`src/rtl/display_arb_pkg.sv`:
```
// Shared types and helpers for the display time-slicing arbiter.
package display_arb_pkg;

    typedef enum logic [1:0] {
        IDLE   = 2'd0,
        OWN    = 2'd1,
        LINGER = 2'd2
    } arb_state_t;

    localparam int BCD_W   = 16;
    localparam int DIGIT_W = 4;

    // Bits needed to hold 0..n-1, never less than one so a port always exists.
    function automatic int idx_width(input int n);
        return (n <= 2) ? 1 : $clog2(n);
    endfunction

endpackage

```
`src/rtl/rr_pick.sv`:
```
// Combinational round-robin picker: first requester after last_owner, wrapping,
// with last_owner itself examined last.
module rr_pick #(
    parameter int N_REQ = 3,
    parameter int IDX_W = 2
) (
    input  logic [N_REQ-1:0] req,
    input  logic [IDX_W-1:0] last_owner,
    output logic             valid,
    output logic [IDX_W-1:0] index
);

    always_comb begin
        int cand;
        cand  = 0;
        valid = 1'b0;
        index = '0;
        for (int k = 1; k <= N_REQ; k++) begin
            cand = (int'(last_owner) + k) % N_REQ;
            if (!valid && req[cand]) begin
                valid = 1'b1;
                index = IDX_W'(cand);
            end
        end
    end

endmodule

```
`src/rtl/display_arbiter.sv`:
```
// Shares one 4-digit seven-segment display among N_REQ BCD sources using
// round-robin ownership with a guaranteed minimum hold time.
module display_arbiter
    import display_arb_pkg::*;
#(
    parameter int N_REQ       = 3,
    parameter int HOLD_CYCLES = 50_000_000
) (
    input  logic                     CLK,
    input  logic                     RST_N,
    input  logic [N_REQ-1:0]         req,
    input  logic [BCD_W*N_REQ-1:0]   bcd_in,
    output logic [N_REQ-1:0]         grant,
    output logic [DIGIT_W-1:0]       units,
    output logic [DIGIT_W-1:0]       tens,
    output logic [DIGIT_W-1:0]       hundreds,
    output logic [DIGIT_W-1:0]       thousands,
    output logic                     blank,
    output logic                     switch_pulse
);

    localparam int IDX_W = idx_width(N_REQ);
    localparam int CNT_W = idx_width(HOLD_CYCLES);
    localparam logic [CNT_W-1:0] HOLD_LAST = CNT_W'(HOLD_CYCLES - 1);

    arb_state_t       state;
    logic [IDX_W-1:0] owner;
    logic [CNT_W-1:0] hold_cnt;

    logic             pick_valid;
    logic [IDX_W-1:0] pick_idx;
    logic             hold_done;
    logic             owner_req;
    logic             other_pending;
    logic [BCD_W-1:0] owner_bcd;
    logic [BCD_W-1:0] pick_bcd;

    logic take_new;
    logic go_idle;
    logic go_linger;
    logic resume;

    rr_pick #(
        .N_REQ (N_REQ),
        .IDX_W (IDX_W)
    ) u_pick (
        .req        (req),
        .last_owner (owner),
        .valid      (pick_valid),
        .index      (pick_idx)
    );

    assign hold_done     = (hold_cnt == HOLD_LAST);
    assign owner_req     = req[owner];
    assign owner_bcd     = bcd_in[BCD_W*int'(owner) +: BCD_W];
    assign pick_bcd      = bcd_in[BCD_W*int'(pick_idx) +: BCD_W];
    // The owner is searched last, so a pick equal to it means nobody else waits.
    assign other_pending = pick_valid && (pick_idx != owner);

    always_comb begin
        take_new  = 1'b0;
        go_idle   = 1'b0;
        go_linger = 1'b0;
        resume    = 1'b0;
        case (state)
            IDLE: take_new = pick_valid;
            OWN: begin
                if (!owner_req && !hold_done)
                    go_linger = 1'b1;
                else if (hold_done && other_pending)
                    take_new = 1'b1;
                else if (hold_done && !owner_req)
                    go_idle = 1'b1;
            end
            LINGER: begin
                if (owner_req) begin
                    resume = 1'b1;
                end else if (hold_done) begin
                    take_new = pick_valid;
                    go_idle  = !pick_valid;
                end
            end
            default: go_idle = 1'b1;
        endcase
    end

    always_ff @(posedge CLK or negedge RST_N) begin
        if (!RST_N) begin
            state        <= IDLE;
            owner        <= IDX_W'(N_REQ - 1);
            grant        <= '0;
            hold_cnt     <= '0;
            {thousands, hundreds, tens, units} <= '0;
            blank        <= 1'b1;
            switch_pulse <= 1'b0;
        end else begin
            switch_pulse <= take_new;
            if (take_new) begin
                state    <= OWN;
                owner    <= pick_idx;
                grant    <= N_REQ'(1) << pick_idx;
                hold_cnt <= '0;
                blank    <= 1'b0;
                {thousands, hundreds, tens, units} <= pick_bcd;
            end else if (go_idle) begin
                state <= IDLE;
                grant <= '0;
                blank <= 1'b1;
            end else begin
                if (state != IDLE && !hold_done)
                    hold_cnt <= hold_cnt + CNT_W'(1);
                // Lingering keeps the digits frozen; resuming keeps the hold count.
                if (go_linger) begin
                    state <= LINGER;
                    grant <= '0;
                end else if (resume) begin
                    state <= OWN;
                    grant <= N_REQ'(1) << owner;
                    {thousands, hundreds, tens, units} <= owner_bcd;
                end else if (state == OWN) begin
                    {thousands, hundreds, tens, units} <= owner_bcd;
                end
            end
        end
    end

endmodule

```
`config.mk`:
```
export PLATFORM = sky130hd
export DESIGN_NAME = display_arbiter
export DESIGN_NICKNAME = d
export VERILOG_FILES = /design/src/rtl/display_arb_pkg.sv /design/src/rtl/rr_pick.sv /design/src/rtl/display_arbiter.sv
export SDC_FILE = /design/constraint.sdc
export NUM_CORES = 1
export LEC_CHECK = 0
export CORE_ASPECT_RATIO = 2
export CORE_UTILIZATION = 30
export CTS_CLUSTER_SIZE = 14
export DETAILED_ROUTE_END_ITERATION = 10
export PLACE_DENSITY = 0.58
export SYNTH_ARGS = -nofsm -noshare
export SYNTH_HDL_FRONTEND = slang
export SYNTH_HIERARCHICAL = 1
export SYNTH_SLANG_ARGS = --single-unit
```
`constraint.sdc`:
```
create_clock -name CLK -period 4.7 [get_ports CLK]
set_clock_uncertainty 0.15 [all_clocks]
set_input_delay 0.47 -clock CLK [delete_from_list [all_inputs] [get_ports CLK]]
set_output_delay 0.47 -clock CLK [all_outputs]
set_load 0.02 [all_outputs]
```
==> results.cfg <==
[timing]
timing_worst_slew_pin_value_ps = 717
maxSlewViolCount = 0
period_share_pct = 87.9
slew-limit-headroom_pct = 52.0
rsz_0062_raised_after_global_routing = no
timing_hold_violations_final = 0
finalWorstPathRequiredPeriod_ps = 4130
final-setup-viol-count = 0
timing.fmax_mhz = 242
setup-tns-final_ps = 0

[critical_path]
criticalPathCategory = reg2reg
critPathCaptureType = flip-flop
timing.critical_path.to = thousands[1]$_DFFE_PN0P_
cpMaxStageDelayCell = dfrtp_1
worst_setup_path_start_kind = flip-flop
crit_path_cell_trace = inv_1, ha_1, maj3_2, a21oi_1, o21ai_0, nand3b_2, a211oi_4, or2_1, buf_4, a41oi_2
startpoint = owner[0]$_DFFE_PN0P_
r2r.worst_path.cells = 10
required_ps = 4700
crit_path_max_cell_delay_ps = 700
critPathMaxFanout = 17
r2r_setup_slack_ps = 570
cp_data_arrival_time_ps = 4130
regToRegEndpoint = thousands[1]$_DFFE_PN0P_
reg2reg_from = owner[0]$_DFFE_PN0P_

[global_route]
grtUsageMet2_pct = 31.8
first_global_vias = 3277
number_of_antenna_violations_at_the_first_check_in_global_routing = 0
grt.overflow.total = 0
met1_layer_usage_reported_by_global_route_pct = 17.5
globalRoute.busiestLayer = met2
maximum_number_of_pins_on_one_net_before_global_route_repair = 52
gr-usage-met3_pct = 2.22
grt_first_pass_wirelength_um = 16100
groute.usage.overall_pct = 17.0

[power_and_ir_drop]
power.sequential.fraction_pct = 27.5
combPwrFrac_pct = 58.4
power.switching_fraction_pct = 43.9
pwr-share-clk_pct = 14.1
p_int_mw = 1.43
total_switching_power_mw = 1.12
vdd_drop_max_mv = 0.217
total_leakage_power_nw = 1.79
power_density_nw_per_um2 = 563
post-layout-total-power_mw = 2.56

[worst_hold_path]
hold_path_class = in2async

[routing]
drtPass1Iterations = 4
drt_iter0_markers = 201
route.detailed.drc = 0
drt_wl_total_um = 10200
wl_per_cell_um = 17.1
vias_per_cell = 5.33
detail-route-antenna-nets = 0
num_vias = 3171

[die]
core-area_sq_um = 11400
start_util_pct = 31.0
chipHeight_um = 156
dieWidth_um = 78.9
ios = 74
core.rowCount = 55
die-area_sq_um = 12300

[cts]
cts_hold_buf = 0
ctsLongestPathBuffers = 2
h-tree-depth = 2
ctsResizeCount = 0
path_clk_slew_ps = 60
cts.sinks = 51
cts_tree = built
cts_root_buffer = clkbuf_16
clock_insertion_delay_worst_skew_ps = 290
post-cts-setup-buffers = 0
tritoncts.num_buffers = 5

[logic_synthesis]
netlist-cell-type-count = 60
ys_ff_latch = 51
syn-instance-count = 384
area_of_the_mapped_netlist_sq_um = 3550
yosysWarningCount = 6
synth_largest_area_cell = dfrtp_1
yosys_most_used_dff = dfrtp_1
yosysSeqAreaShare_pct = 36.1
ranking_of_synthesized_cells_by_area = dfrtp_1 35%, mux2i_1 8.8%, nor2_1 4.6%
synthesis.area_per_instance_sq_um = 9.23
syn_nets = 440
number_of_enable_type_register_cells_in_the_synthesized_netlist = 0
async_reset_ff_share_pct = 100
share_of_the_synthesized_area_in_the_top_cell_type_pct = 34.6

[run_status]
run_status = finished clean

[placement]
numPortBuffers = 73
gp_routability_congestion = 0.912
hpwl_um = 7800

[cells_and_area]
antenna_cells_inserted = 0
finish.net_count = 508
final_layout_size_suffix_gt1_share_pct = 10.2
most-common-layout-cells = 72 x clkdlybuf4s50_1, 49 x dfrtp_1, 43 x nor2_1, 31 x mux2i_1, 29 x a21oi_1
flow.area_growth_from_synthesis_pct = 28.1
mostFrequentLayoutCell = clkdlybuf4s50_1

[run]
cap_violations = 0
routing by layer:
layer,vias up,share of wire (%)
met5,-,0
met4,0,5.2
met3,30,3.0
met2,68,55
met1,1538,37
li1,1535,-
flip-flops by register name, indices dropped and copies added (netlist names):
register and flops:
switch_pulse 1, hold_cnt 26, state 2, units 4, hundreds 4, thousands 4, owner 2, grant 3
blank 1, tens 4
cell type report:
class / count / area (sq um)
Fill cell: 1185 / 6880
Multi-Input combinational cell: 305 / 2130
Sequential cell: 51 / 1280
Timing Repair Buffer: 80 / 778
Tap cell: 142 / 178
Clock buffer: 7 / 143
Inverter: 9 / 33.8
Clock inverter: 1 / 5.00
power groups by stage:
stage,Clock (mW),Sequential [mW],Combinational [mW]
after floorplan,0,0.748,0.991
after global placement,0,0.711,1.47
after detailed placement,0,0.713,1.50
after CTS,0.375,0.706,1.51
after global routing,0.392,0.718,1.63
final,0.361,0.703,1.49
logic make-up after synthesis:
family | synth area share [%]
AO/OA/AOI/OAI | 17.6
XOR/XNOR | 5.68
adder cells (fa/ha/maj) | 1.38
buffers and inverters | 3.99
flip-flops | 36.1
multiplexers | 13.5
AND/OR/NAND/NOR | 21.7
synth_stat cells (3+ instances only):
cell type  number
a21oi_1        29
buf_1           4
nand2_1        17
a41oi_2         7
clkbuf_1        3
nand3_1        20
a31oi_1         3
buf_2           8
ha_1            3
inv_1           7
nand4_1         5
and2_1          3
o21ai_0        20
nor3_1         18
a22o_1          4
mux2i_1        31
and3_1          3
mux2_1          7
xnor2_1        11
nor2_1         43
o21a_1          5
dfrtp_1        49
nor4_1          4
nor2b_1         4
xor2_1         12
mux2_2          8
or3_1          13
o2111a_1        3
metrics by stage:
stage                     util [%]  cell area [sq um]  hold slack, ps  worst slack, ps  instances
final                         39.8               4540             145              571        595
after global routing          39.8               4540             208              394        595
after CTS                     39.8               4540             177              614        595
after detailed placement      38.5               4390             350              636        587
after global placement        38.5               4390             349              834        587
after floorplan                  -               3550            24.4             1480        384
critical path: cells and delay by family, from the launching register on:
family | cells | cell delay (ps)
buf+inv | 2 | 390
compound gates | 4 | 1280
fa+ha+maj | 2 | 740
flops | 1 | 700
simple gates | 2 | 730
worst min-delay path by stage:
stage                     cells after the start                  endpoint                    start
after global placement                        1   hundreds[0]$_DFFE_PN0P_  hundreds[0]$_DFFE_PN0P_
final                                         2  hold_cnt[21]$_DFFE_PN0P_                    RST_N
after floorplan                               0      grant[0]$_DFFE_PN0P_                    RST_N
after CTS                                     2      units[0]$_DFFE_PN0P_                    RST_N
after global routing                          2  hold_cnt[21]$_DFFE_PN0P_                    RST_N
after detailed placement                      1      units[2]$_DFFE_PN0P_     units[2]$_DFFE_PN0P_
Note: power is estimated with default switching activity, not from simulation.
